## src/rtl/booth_seq_multiplier_if.sv

```systemverilog
// Start/done handshake and operand/result bus of the sequential Booth multiplier.
// Master drives the request side; slave (the multiplier) drives busy, done and product.
interface booth_seq_multiplier_if #(
   parameter int WIDTH = 8
);
   logic                 start;
   logic                 signed_mode;
   logic [WIDTH-1:0]     a;
   logic [WIDTH-1:0]     b;
   logic                 busy;
   logic                 done;
   logic [2*WIDTH-1:0]   product;

   modport master (
      output start, signed_mode, a, b,
      input  busy, done, product
   );

   modport slave (
      input  start, signed_mode, a, b,
      output busy, done, product
   );
endinterface

```

## src/rtl/booth_seq_multiplier.sv

```systemverilog
// Radix-2 Booth multiplier: one iteration per cycle, done WIDTH+1 cycles after an accepted start.
// start is ignored while busy; no input-to-output combinational path.
module booth_seq_multiplier #(
   parameter int WIDTH = 8
) (
   input  logic                          clk,
   input  logic                          rst_n,
   booth_seq_multiplier_if.slave         mul
);
   localparam int W1 = WIDTH + 1;
   localparam int CW = $clog2(W1 + 1);

   typedef enum logic {
      S_IDLE = 1'b0,
      S_RUN  = 1'b1
   } state_t;

   state_t              r_state;
   state_t              w_state_nxt;
   logic [W1-1:0]       r_m;
   logic [W1-1:0]       r_acc;
   logic [W1-1:0]       r_q;
   logic                r_qm1;
   logic [CW-1:0]       r_cnt;
   logic                r_done;
   logic [2*WIDTH-1:0]  r_product;

   logic                w_accept;
   logic                w_last;
   logic [W1-1:0]       w_a_ext;
   logic [W1-1:0]       w_b_ext;
   logic [W1-1:0]       w_acc_op;
   logic [2*W1:0]       w_shift;

   always_ff @(posedge clk or negedge rst_n) begin
      if (!rst_n) begin
         r_state <= S_IDLE;
      end else begin
         r_state <= w_state_nxt;
      end
   end

   always_comb begin
      w_state_nxt = r_state;
      case (r_state)
         S_IDLE:  if (mul.start) w_state_nxt = S_RUN;
         S_RUN:   if (w_last)    w_state_nxt = S_IDLE;
         default: w_state_nxt = S_IDLE;
      endcase
   end

   always_comb begin
      w_accept = (r_state == S_IDLE) && mul.start;
      w_last   = (r_state == S_RUN) && (r_cnt == CW'(1));
   end

   // Extending by one bit turns both signed and unsigned operands into a signed W1-bit problem.
   assign w_a_ext = {mul.signed_mode & mul.a[WIDTH-1], mul.a};
   assign w_b_ext = {mul.signed_mode & mul.b[WIDTH-1], mul.b};

   always_comb begin
      case ({r_q[0], r_qm1})
         2'b10:   w_acc_op = r_acc - r_m;
         2'b01:   w_acc_op = r_acc + r_m;
         default: w_acc_op = r_acc;
      endcase
      w_shift = {w_acc_op[W1-1], w_acc_op, r_q};
   end

   always_ff @(posedge clk or negedge rst_n) begin
      if (!rst_n) begin
         r_m   <= '0;
         r_acc <= '0;
         r_q   <= '0;
         r_qm1 <= 1'b0;
         r_cnt <= '0;
      end else if (w_accept) begin
         r_m   <= w_a_ext;
         r_acc <= '0;
         r_q   <= w_b_ext;
         r_qm1 <= 1'b0;
         r_cnt <= CW'(W1);
      end else if (r_state == S_RUN) begin
         r_acc <= w_shift[2*W1:W1+1];
         r_q   <= w_shift[W1:1];
         r_qm1 <= w_shift[0];
         r_cnt <= r_cnt - CW'(1);
      end
   end

   // The top two bits of the shifted {ACC,Q} are pure extension and are dropped.
   always_ff @(posedge clk or negedge rst_n) begin
      if (!rst_n) begin
         r_done    <= 1'b0;
         r_product <= '0;
      end else begin
         r_done <= w_last;
         if (w_last) begin
            r_product <= w_shift[2*WIDTH:1];
         end
      end
   end

   assign mul.busy    = (r_state == S_RUN);
   assign mul.done    = r_done;
   assign mul.product = r_product;

endmodule

```

## src/flat_wrapper.sv

```systemverilog
// flat-port wrapper written by rule: the top's interface ports become plain ports
module booth_seq_multiplier_flat 
#(
   parameter int WIDTH = 8
)
  (clk, rst_n, mul_start, mul_signed_mode, mul_a, mul_b, mul_busy, mul_done, mul_product);
  booth_seq_multiplier_if #(.WIDTH(WIDTH)) mul_i ();
  input  logic clk;
  input  logic rst_n;
  input wire logic [$bits(mul_i.start)-1:0] mul_start;
  input wire logic [$bits(mul_i.signed_mode)-1:0] mul_signed_mode;
  input wire logic [$bits(mul_i.a)-1:0] mul_a;
  input wire logic [$bits(mul_i.b)-1:0] mul_b;
  output wire logic [$bits(mul_i.busy)-1:0] mul_busy;
  output wire logic [$bits(mul_i.done)-1:0] mul_done;
  output wire logic [$bits(mul_i.product)-1:0] mul_product;
  assign mul_i.start = mul_start;
  assign mul_i.signed_mode = mul_signed_mode;
  assign mul_i.a = mul_a;
  assign mul_i.b = mul_b;
  assign mul_busy = mul_i.busy;
  assign mul_done = mul_i.done;
  assign mul_product = mul_i.product;
  booth_seq_multiplier #(.WIDTH(WIDTH)) u_core (.clk(clk), .rst_n(rst_n), .mul(mul_i));
endmodule
```

## config.mk

```make
export PLATFORM = sky130hd
export DESIGN_NAME = booth_seq_multiplier_flat
export DESIGN_NICKNAME = d
export VERILOG_FILES = /design/src/rtl/booth_seq_multiplier_if.sv /design/src/rtl/booth_seq_multiplier.sv /design/src/flat_wrapper.sv
export SDC_FILE = /design/constraint.sdc
export NUM_CORES = 1
export LEC_CHECK = 0
export ABC_AREA = 1
export BUFFER_PORTS_ARGS = -buffer_cell sky130_fd_sc_hd__buf_2
export CORE_MARGIN = 2
export CORE_UTILIZATION = 57
export DETAILED_ROUTE_END_ITERATION = 10
export GPL_TIMING_DRIVEN = 0
export HOLD_SLACK_MARGIN = 0.06
export PLACE_DENSITY_LB_ADDON = 0.08
export SETUP_SLACK_MARGIN = 0.3
export SYNTH_ARGS = -nofsm -noshare
export SYNTH_HDL_FRONTEND = slang
export SYNTH_SLANG_ARGS = --single-unit
```

## constraint.sdc

```tcl
create_clock -name clk -period 2.9 [get_ports clk]
set_clock_uncertainty 0.2 [all_clocks]
set_input_delay 0.29 -clock clk [delete_from_list [all_inputs] [get_ports clk]]
set_output_delay 0.29 -clock clk [all_outputs]
set_load 0.005 [all_outputs]
```

Word level (Yosys, flattened, before mapping)
Index checks and enable logic that the tools add are counted.
{"block": "totals", "regBits": 50, "input_bits": 20, "output_inout_bits": 18, "word_cells": 32}
{"block": "op_classes", "add_sub_neg": 3, "eq_ne": 3, "muxes": 12, "bitwise_logic": 3, "reduce_logical": 3}
{"op": "2-to-1 mux 9 bit", "n": 4}
{"op": "case mux 9 bit (2 select lines)", "n": 1}
{"op": "adder 9 bit", "n": 1}
{"op": "subtractor 9 bit", "n": 1}
{"op": "2-to-1 mux 4 bit", "n": 2}
{"op": "== test 4 x 1 -> 1 bit (second input constant)", "n": 1}
{"op": "2-to-1 mux 1 bit", "n": 4}
{"op": "subtractor 4 x 1 -> 4 bit (second input constant)", "n": 1}
{"op": "AND 1 bit", "n": 2}
{"op": "== test 2 x 1 -> 1 bit (second input constant)", "n": 1}
{"op": "== test 2 bit (second input constant)", "n": 1}
{"op": "logical AND 1 bit", "n": 2}
{"op": "case mux 1 bit (2 select lines)", "n": 1}
{"op": "nonzero test 2 bit", "n": 1}
{"op": "NOT 1 bit", "n": 1}

Logic depth before layout (Yosys ltp)
Gate-level depths: netlist of run 1.
{"block": "depth", "depth_word": 4, "mapped_depth": 16, "depth_no_buf": 16}

Worst setup path after synthesis of run 1
No wires, ideal clock.
{"block": "synth_timing", "kind": "flip-flop to flip-flop", "startpoint": "register u_core.r_m[0]", "endpoint": "register u_core.r_product[15] (netlist: u_core.mul.product[15])", "setup_time_ns": 0.117, "arrival_time_ns": 2.206, "t_required_ns": 2.583, "slack_ns": 0.376, "path_stages_with_launch": 16, "n_path_buf": 0, "synth_period_minus_slack_ns": 2.524, "cell_sequence": "dfrtp_1 -> inv_1 -> ha_1 -> nand2_1 -> o21ai_0 -> o21ai_0 -> xor2_1 -> ha_1 -> nand2_1 -> inv_1 -> a21oi_1 -> nand2_1 -> nand2_1 -> nand3_1 -> nand3_1 -> nand2_1"}
{"block": "synth_between", "elab_chain_cells": 2, "word_cells_on_any_way": 3, "classes_between": "add/sub: 2; mux: 1"}
{"element": "start, declared", "line_no": "booth_seq_multiplier.sv:20", "text": "logic [W1-1:0] r_m;"}
{"element": "start signal, assigned", "line_no": "booth_seq_multiplier.sv:78", "text": "r_m <= w_a_ext;"}
{"element": "adder 9 bit or subtractor 9 bit (tied branches)", "line_no": "booth_seq_multiplier.sv:64, booth_seq_multiplier.sv:63"}
{"element": "case mux 9 bit (2 select lines) *", "line_no": "booth_seq_multiplier.sv:62", "text": "case ({r_q[0], r_qm1})"}
{"element": "end signal, assigned", "line_no": "booth_seq_multiplier.sv:99", "text": "r_product <= w_shift[2*WIDTH:1];"}
{"element": "end, declared", "line_no": "booth_seq_multiplier.sv:26", "text": "logic [2*WIDTH-1:0] r_product;"}
Mark *: on every way between the ends. The rest lies on a longest branch, timed or not.
A chain may end at the register's enable or synchronous reset.

Worst setup path after layout of run 1
Same ends and word-level chain as after synthesis.

==> results.txt, run 1 <==
The run finished with clean final reports. The setup TNS came out at 0 ps. The post-synthesis net count came out at 360. Setup repair after global routing could not meet its margin everywhere. The number of nets with antenna violations after detailed routing came out at 0. Counting flops and latches in the post-synthesis netlist gives 49. Yosys printed 0 warnings. The time the worst path needs with I/O delays and setup came out at 2460 ps. The class of the most critical setup path is flip-flop to flip-flop.

The global-route wire length before repair is 10100 um. The headroom to the max-slew limit is 29.4%. The detail-routed net length per standard cell came out at 13.2 um.

The number of buffers between clock root and the deepest sink is 2. Ranked by instance count, the synthesized netlist is headed by sky130_fd_sc_hd__nand2_1, sky130_fd_sc_hd__dfrtp_1, sky130_fd_sc_hd__inv_1. The met2 track utilization from global routing came out at 39.8%. The pre-CTS setup slack came out at 25.6 ps.

The depth of the CTS H-tree came out at 2. The count of cell types in the netlist is 26. In this run the count of I/O pins placed on the die edge is 38. The number of clock sinks is 49.

The number of antenna violations at the first check in global routing was 0. The worst endpoint data arrival time is 2460 ps. The placeable core region is 4410 um2. The fraction of the yosys area taken by sequential cells came out at 46.4%. The number of slew-limit violations in the final report was 0. In the routed layout, each cell is associated on average with a via count of 5.17.

The number of global-route vias before repair came to 2298. Of all cell types, the one taking the most synthesized area is sky130_fd_sc_hd__dfrtp_1. Detailed placement finished with a half-perimeter wire length of 4110 um.

The met3 capacity usage during global routing came out at 4.72%. The later-pin clock latency in the skew report is 300 ps. The reg-to-reg setup timing slack is 440 ps. The detailed router finished its first iteration with 130 violations.

The count of placed standard cells in the final layout, fillers left out came out at 445. From left edge to right edge, the die measures 72.1 um. Buffers placed on the I/O ports in this run total 37. The final routed wirelength across all metal layers is 5860 um.

The worst path meets setup with 443 ps of slack. The die area is 5200 um2. The number of enable-type register cells in the synthesized netlist is 0.

The via count of the routed design came out at 2299. The most used flip-flop cell after synthesis is sky130_fd_sc_hd__dfrtp_1. The startpoint class of the critical path is a flip-flop. The met1 global-route usage is 33.7%. The routability congestion estimate from global placement came out at 0.883. The tool flagged a number of max-cap violations equal to 0. The required time of the worst setup path is 2900 ps. The share of flip-flops with an asynchronous set or reset came out at 100%. The timing-limited maximum frequency came out at 407 MHz. The type of element capturing the critical path is a flip-flop. The top cell type's share of synthesized area came out at 46.4%. The post-detailed-route DRC marker count came out at 0. The average size of a mapped cell came out at 8.08 um2. The library cell with the highest instance count after synthesis is sky130_fd_sc_hd__nand2_1. The total of endpoints with negative setup slack in the final report is 0.

The final core utilization is 73.8%. Of the available clock period, the critical path in the final layout requires 84.7%. The overall routing resource usage came out at 24.7%.

The layout overhead on the synthesized area came out at 23.3%. The synthesized area is 2640 um2. The count of mapped cells out of synthesis is 327. The min-delay analysis places its worst path in the category primary input to flip-flop. The number of buffers inserted during clock tree synthesis came out at 5. The clock slew at the register clock pins of the worst setup and hold paths came out at 90 ps. The die is 72.1 um tall.

The number of nets in the layout came out at 425. The count of final hold-check violations came out at 0. In the post-synthesis netlist, the biggest area contributors are sky130_fd_sc_hd__dfrtp_1, sky130_fd_sc_hd__nand2_1, sky130_fd_sc_hd__inv_1. For the pin with the worst max-slew slack, the measured transition is 1060 ps. The largest net degree at the start of global routing came out at 50.

The antenna diode count came out at 0. The fraction of layout cells with a size suffix above 1 is 21.6%. TritonCTS built the clock tree. The number of core rows is 24. The cell sitting at the root of the clock tree is a sky130_fd_sc_hd__clkbuf_8.

The number of fill cells came out at 354. met2 is the most crowded layer. The first TritonRoute pass finished after 4 iterations. Of all nets on the critical path, the largest fanout is 5. The number of cells after detailed placement is 416. The initial core utilization came out at 59.9%. After global routing the overflow that remains totals 0.
[repair_timing]
action,CTS,global route
endpoints found under the setup margin,5,9
pin swaps,2,7
hold buffers,16,0
endpoints found under the hold margin,64,0
buffers inserted,2,3
resized for setup,2,19
[per-stage QoR]
step	area [um2]	hold WS (ps)
floorplan	2640	-206
global placement	2890	252
detailed placement	2890	261
CTS	3190	63.7
global route	3260	92.9
finish	3260	65.5
[sequential cells by signal, summed over array words and instances, names as in the netlist]
register and cells:
u_core.r_cnt 4, u_core.r_qm1 1, u_core.r_q 9, u_core.r_acc 8, u_core.mul.done 1, u_core.mul.product 16, u_core.r_m 9, u_core.mul.busy 1
[final cells by class]
class                           count  area [um2]  share of cell area [%]
Sequential cell                    49        1230                    37.6
Multi-Input combinational cell    222        1220                    37.6
Timing Repair Buffer               58         383                    11.7
Inverter                           48         188                    5.76
Clock buffer                        6        82.6                    2.53
Tap cell                           52        65.1                    2.00
Buffer                              8        52.6                    1.61
Clock inverter                      2        37.5                    1.15
[routing by layer]
| layer | share of wire, % | vias to the layer above |
|---|---|---|
| met5 | 0 | - |
| li1 | - | 1176 |
| met4 | 1.3 | 0 |
| met1 | 47 | 1055 |
| met2 | 48 | 62 |
| met3 | 4.4 | 6 |
[final timing paths]
check                                                  startpoint                                  to  cells after the start
worst min-delay path                                     mul_a[7]           u_core.r_m[7]$_DFFE_PN0P_                      3
min in group asynchronous                                   rst_n         u_core.r_acc[5]$_DFFE_PN0P_                      2
max in group asynchronous                                   rst_n           u_core.r_m[4]$_DFFE_PN0P_                      2
worst max register to register          u_core.r_m[0]$_DFFE_PN0P_  u_core.mul.product[15]$_DFFE_PN0P_                     15
worst min register to register  u_core.mul.product[3]$_DFFE_PN0P_   u_core.mul.product[3]$_DFFE_PN0P_                      2
worst max-delay path                    u_core.r_m[0]$_DFFE_PN0P_  u_core.mul.product[15]$_DFFE_PN0P_                     15
[logic make-up (layout without fill, tap and decap cells)]
kind of cell / after synthesis / count (layout) / synth area share, %
and+or+nand+nor: 156 / 156 / 24.5
DFF: 49 / 49 / 46.4
adders and majority gates: 13 / 13 / 6.44
AOI/OAI and AO/OA: 47 / 47 / 11.7
buffers and inverters: 56 / 122 / 8.99
xor gates and xnor gates: 6 / 6 / 1.99
[worst max-delay path, stage by stage, from the launching register on]
cell,delay [ps]
sky130_fd_sc_hd__dfrtp_1,400
sky130_fd_sc_hd__inv_2,80
sky130_fd_sc_hd__ha_2,180
sky130_fd_sc_hd__nand2_1,80
sky130_fd_sc_hd__o21ai_2,180
sky130_fd_sc_hd__buf_4,150
sky130_fd_sc_hd__xnor2_1,130
sky130_fd_sc_hd__ha_1,300
sky130_fd_sc_hd__nand2_1,90
sky130_fd_sc_hd__nand2_2,60
sky130_fd_sc_hd__a21oi_2,150
sky130_fd_sc_hd__nand2_1,80
sky130_fd_sc_hd__nand2_2,60
sky130_fd_sc_hd__nand3_2,80
sky130_fd_sc_hd__nand3_2,80
sky130_fd_sc_hd__nand2_1,50
[placed cells by master, fill, tap and decap left out, types with 3 or more instances in the layout]
master                          netlist  layout
sky130_fd_sc_hd__nand2_1            114     111
sky130_fd_sc_hd__dfrtp_1             49      49
sky130_fd_sc_hd__inv_1               44      41
sky130_fd_sc_hd__buf_2                0      37
sky130_fd_sc_hd__nand3_1             24      21
sky130_fd_sc_hd__o21ai_0             21      17
sky130_fd_sc_hd__dlygate4sd3_1        0      16
sky130_fd_sc_hd__nor2_1              12      12
sky130_fd_sc_hd__o21ai_2             10      12
sky130_fd_sc_hd__ha_1                12      10
sky130_fd_sc_hd__o221ai_1             7       7
sky130_fd_sc_hd__clkbuf_8             0       6
sky130_fd_sc_hd__xor2_1               5       5
sky130_fd_sc_hd__clkbuf_1             5       5
sky130_fd_sc_hd__buf_4                0       5
sky130_fd_sc_hd__inv_2                1       3
sky130_fd_sc_hd__inv_4                2       3
sky130_fd_sc_hd__buf_6                3       3
sky130_fd_sc_hd__nand2_2              0       3
sky130_fd_sc_hd__nand3_2              0       3
Power of run 1 is left out: the tool's default activity adds up to more than one toggle a clock period on the data nets, which glitch-free logic cannot reach.
==> run 2, diff against run 1 <==
Settings changed: ABC_AREA 1 to 0, CORE_UTILIZATION 57 to 51.
Clock period 2.9 ns to 2.2 ns, I/O delays scaled along.
==> run 2 against run 1 <==
Worst hold slack better by 68 ps. Final cell count is 9.2% lower. The run now ends with setup timing left. Count of clock-buffer cells in the layout shrank 1. Critical path type unchanged.
==> results.txt, run 2 <==
The required time of the worst setup path was 2210 ps (-690 ps). The flip-flop count of the largest register after layout is 16 (unchanged). The count of TritonRoute iterations in the first routing pass came out at 4 (unchanged).

The checks that failed: setup timing. In this run the clock root is driven by a sky130_fd_sc_hd__clkbuf_8. The depth of the CTS H-tree is 2 (unchanged). The number of nets with antenna violations after detailed routing came out at 0 (unchanged). The transition at the pin with the smallest max-transition slack came to 1070 ps (+15.1 ps). The synthesized area is 2520 um2 (-4.8%). The number of clock sinks came out at 49 (unchanged). The die area is 5510 um2 (+6.1%). The largest net degree at the start of global routing came out at 50 (unchanged).

The type of element capturing the critical path is a flip-flop. The total of endpoints with negative setup slack in the final report is 13 (+13). The average size of a mapped cell was 9.72 um2 (+20%). The timing-limited maximum frequency came out at 368 MHz (-9.5%). The count of cell types in the netlist was 38 (+46%). The number of enable-type register cells in the synthesized netlist is 0 (unchanged).

The number of global-route vias before repair came to 2008 (-13%). The worst endpoint data arrival time came out at 2720 ps (+260 ps). After synthesis, the cell types taking the most area are sky130_fd_sc_hd__dfrtp_1, sky130_fd_sc_hd__nand2_1, sky130_fd_sc_hd__ha_1. The number of nets in the layout came out at 369 (-13%). The vertical die dimension is 74.3 um (+3.0%). The number of primary I/O pins is 38 (unchanged). TritonCTS built the clock tree. The time the worst path needs with I/O delays and setup is 2710 ps (+257 ps).

The initial core utilization came to 52.9% (-6.9 points). The commonest cells after synthesis are sky130_fd_sc_hd__nand2_1, sky130_fd_sc_hd__dfrtp_1, sky130_fd_sc_hd__o21ai_0. The area of combinational cells with multiple inputs was 1400 um2 (+14%).

The count of buffers inserted at the top-level ports came out at 36 (-2.7%). The synthesized design spends more area on one cell type than any other, namely sky130_fd_sc_hd__dfrtp_1. The pre-CTS setup slack was -611 ps (-636 ps). The top cell type's share of synthesized area came to 48.7% (+2.3 points). The final core utilization came to 71.9% (-2.0 points). Yosys instantiated no cell more often than sky130_fd_sc_hd__nand2_1. The layout overhead on the synthesized area is 35.7%. The number of core rows came out at 25 (+4.2%). The number of antenna violations at the first check in global routing is 0 (unchanged).

The global-route wire length before repair is 9550 um (-5.0%). The post-synthesis net count came out at 292 (-19%). The count of routing violations after the opening detailed-route iteration is 136 (+4.6%). The later-pin clock latency in the skew report was 310 ps (about the same). In the layout the commonest cells are sky130_fd_sc_hd__nand2_1, sky130_fd_sc_hd__dfrtp_1, sky130_fd_sc_hd__buf_2. The count of final hold-check violations came to 0 (unchanged). The post-detailed-route DRC marker count was 0 (unchanged). The critical path is of the flip-flop to flip-flop type. The routability congestion estimate from global placement came out at 0.862 (-2.3%). The placeable core region is 4750 um2 (+7.7%).

The final routed wirelength across all metal layers came out at 5810 um (-0.72%). Setup repair after global routing could not meet its margin everywhere. The period utilization came to 123% (+39 points).

The clock slew at the register clock pins of the worst setup and hold paths is 100 ps (about the same). The count of synthesis-stage warnings from yosys was 0 (unchanged). The number of slew-limit violations in the final report came out at 0 (unchanged). The max-cap violation count came out at 0 (unchanged). Among all flip-flop cells after synthesis, the most frequent one is sky130_fd_sc_hd__dfrtp_1. Leaving out fill and tap cells, the most frequent cell in the layout is sky130_fd_sc_hd__nand2_1. The vias per cell came out at 5.24 (+1.3%). The synthesis-stage register bit count is 49 (unchanged). STA classifies the critical path startpoint as a flip-flop.

The overall routing resource usage is 22.9% (-1.8 points). The total global routing overflow came to 0 (unchanged). The number of buffers between clock root and the deepest sink came out at 2 (unchanged). The via count of the routed design was 2115 (-8.0%). The headroom to the max-slew limit is 28.3% (-1.0 points).

The fraction of the yosys area taken by sequential cells is 48.7% (+2.3 points). The flow ran to the end, but the final reports show violations. The largest driver fanout on the critical path came to 6 (+1). The number of buffers inserted during clock tree synthesis is 5 (unchanged). The post-layout worst setup margin came out at -514 ps (-957 ps). The path category of the worst min-delay check is primary input to flip-flop. The detail-routed net length per standard cell was 14.4 um (+9.4%). The horizontal die dimension is 74.3 um (+3.0%). The share of flip-flops with an asynchronous set or reset is 100% (unchanged). The sequential cell area in the final layout is 1230 um2 (+0.10%). The count of mapped cells out of synthesis is 259 (-21%). The antenna diode count came to 0 (unchanged).

The placed wire-length estimate is 3740 um (-9.0%). The number of fill cells came out at 380 (+7.3%). The fraction of layout cells with a size suffix above 1 was 31.8% (+10 points).
==> run 2: changes by cell type after synthesis, moves of 8 or more <==
cell | previous run | this run
sky130_fd_sc_hd__a21oi_1 | 3 | 11
sky130_fd_sc_hd__inv_1 | 44 | 9
sky130_fd_sc_hd__mux2i_1 | 0 | 11
sky130_fd_sc_hd__nand2_1 | 114 | 53
sky130_fd_sc_hd__nand3_1 | 24 | 4
sky130_fd_sc_hd__o21ai_0 | 21 | 29
sky130_fd_sc_hd__o21ai_2 | 10 | 0
sky130_fd_sc_hd__xnor2_1 | 1 | 9
==> run 2: final timing paths <==
path                                                   startpoint                                 end  slack (ps)  depth (start not counted)
worst min register to register  u_core.mul.product[3]$_DFFE_PN0P_   u_core.mul.product[3]$_DFFE_PN0P_         280                          2
worst max register to register           u_core.r_qm1$_DFFE_PN0P_  u_core.mul.product[13]$_DFFE_PN0P_        -510                         10
min in group asynchronous                                   rst_n         u_core.r_cnt[2]$_DFFE_PN0P_         440                          2
worst max-delay path                     u_core.r_qm1$_DFFE_PN0P_  u_core.mul.product[13]$_DFFE_PN0P_        -510                         10
max in group asynchronous                                   rst_n           u_core.r_m[3]$_DFFE_PN0P_         620                          2
worst min-delay path                                    mul_start           u_core.r_q[1]$_DFFE_PN0P_         130                          3
==> run 2: metrics by stage <==
step | setup TNS (ps) | area, um2 | hold slack, ps | cells
after floorplan | -1930 | 2560 | -276 | 259
after global placement | -4680 | 2820 | 222 | 362
after detailed placement | -4830 | 2820 | 230 | 362
after CTS | -4270 | 3230 | 124 | 397
after global routing | -5860 | 3420 | 147 | 404
final | -4370 | 3420 | 134 | 404
==> run 2: final cells by class <==
| type | count | share of cell area [%] |
|---|---|---|
| well taps | 67 | 2.45 |
| clock inverters | 3 | 1.46 |
| repair buffers | 70 | 14.4 |
| clock buffers | 5 | 2.01 |
| multi-input cells | 189 | 41.0 |
| plain buffers | 12 | 1.83 |
| flip-flops and latches | 49 | 35.9 |
| inverters | 9 | 0.989 |
==> run 2: kinds of logic after synthesis <==
logic type,after synthesis,share of synthesized area [%]
AND/OR/NAND/NOR,87,15.4
AO/OA/AOI/OAI,57,13.5
flip-flops,49,48.7
buffers and inverters,21,3.28
multiplexers,18,7.51
XOR/XNOR,14,4.87
adder cells (fa/ha/maj),13,6.76
==> run 2: repair_timing <==
action                                 CTS  global route
endpoints found under the hold margin   67             0
pin swaps                                8            15
hold buffers                            19             0
setup buffers                            8             7
gates resized for setup                 10            31
setup endpoints to repair               15            17
==> run 2: critical path, stage by stage (launching register included) <==
cell                       delay (ps)
sky130_fd_sc_hd__dfrtp_1          440
sky130_fd_sc_hd__ha_4             180
sky130_fd_sc_hd__buf_8            120
sky130_fd_sc_hd__mux2_4           330
sky130_fd_sc_hd__ha_4             210
sky130_fd_sc_hd__a21o_1           140
sky130_fd_sc_hd__a21o_1           210
sky130_fd_sc_hd__a211oi_2         280
sky130_fd_sc_hd__o21ba_2          180
sky130_fd_sc_hd__o31ai_2           70
sky130_fd_sc_hd__mux2_4           250
==> run 2: routing by layer <==
metal	GRT usage, %	vias up	wire length [um]
met4	6.55	0	97
met5	0	-	0
li1	-	1045	-
met2	35.6	43	2770
met1	33.2	1016	2780
met3	4.07	11	174
Power of run 2 is left out for the same reason.
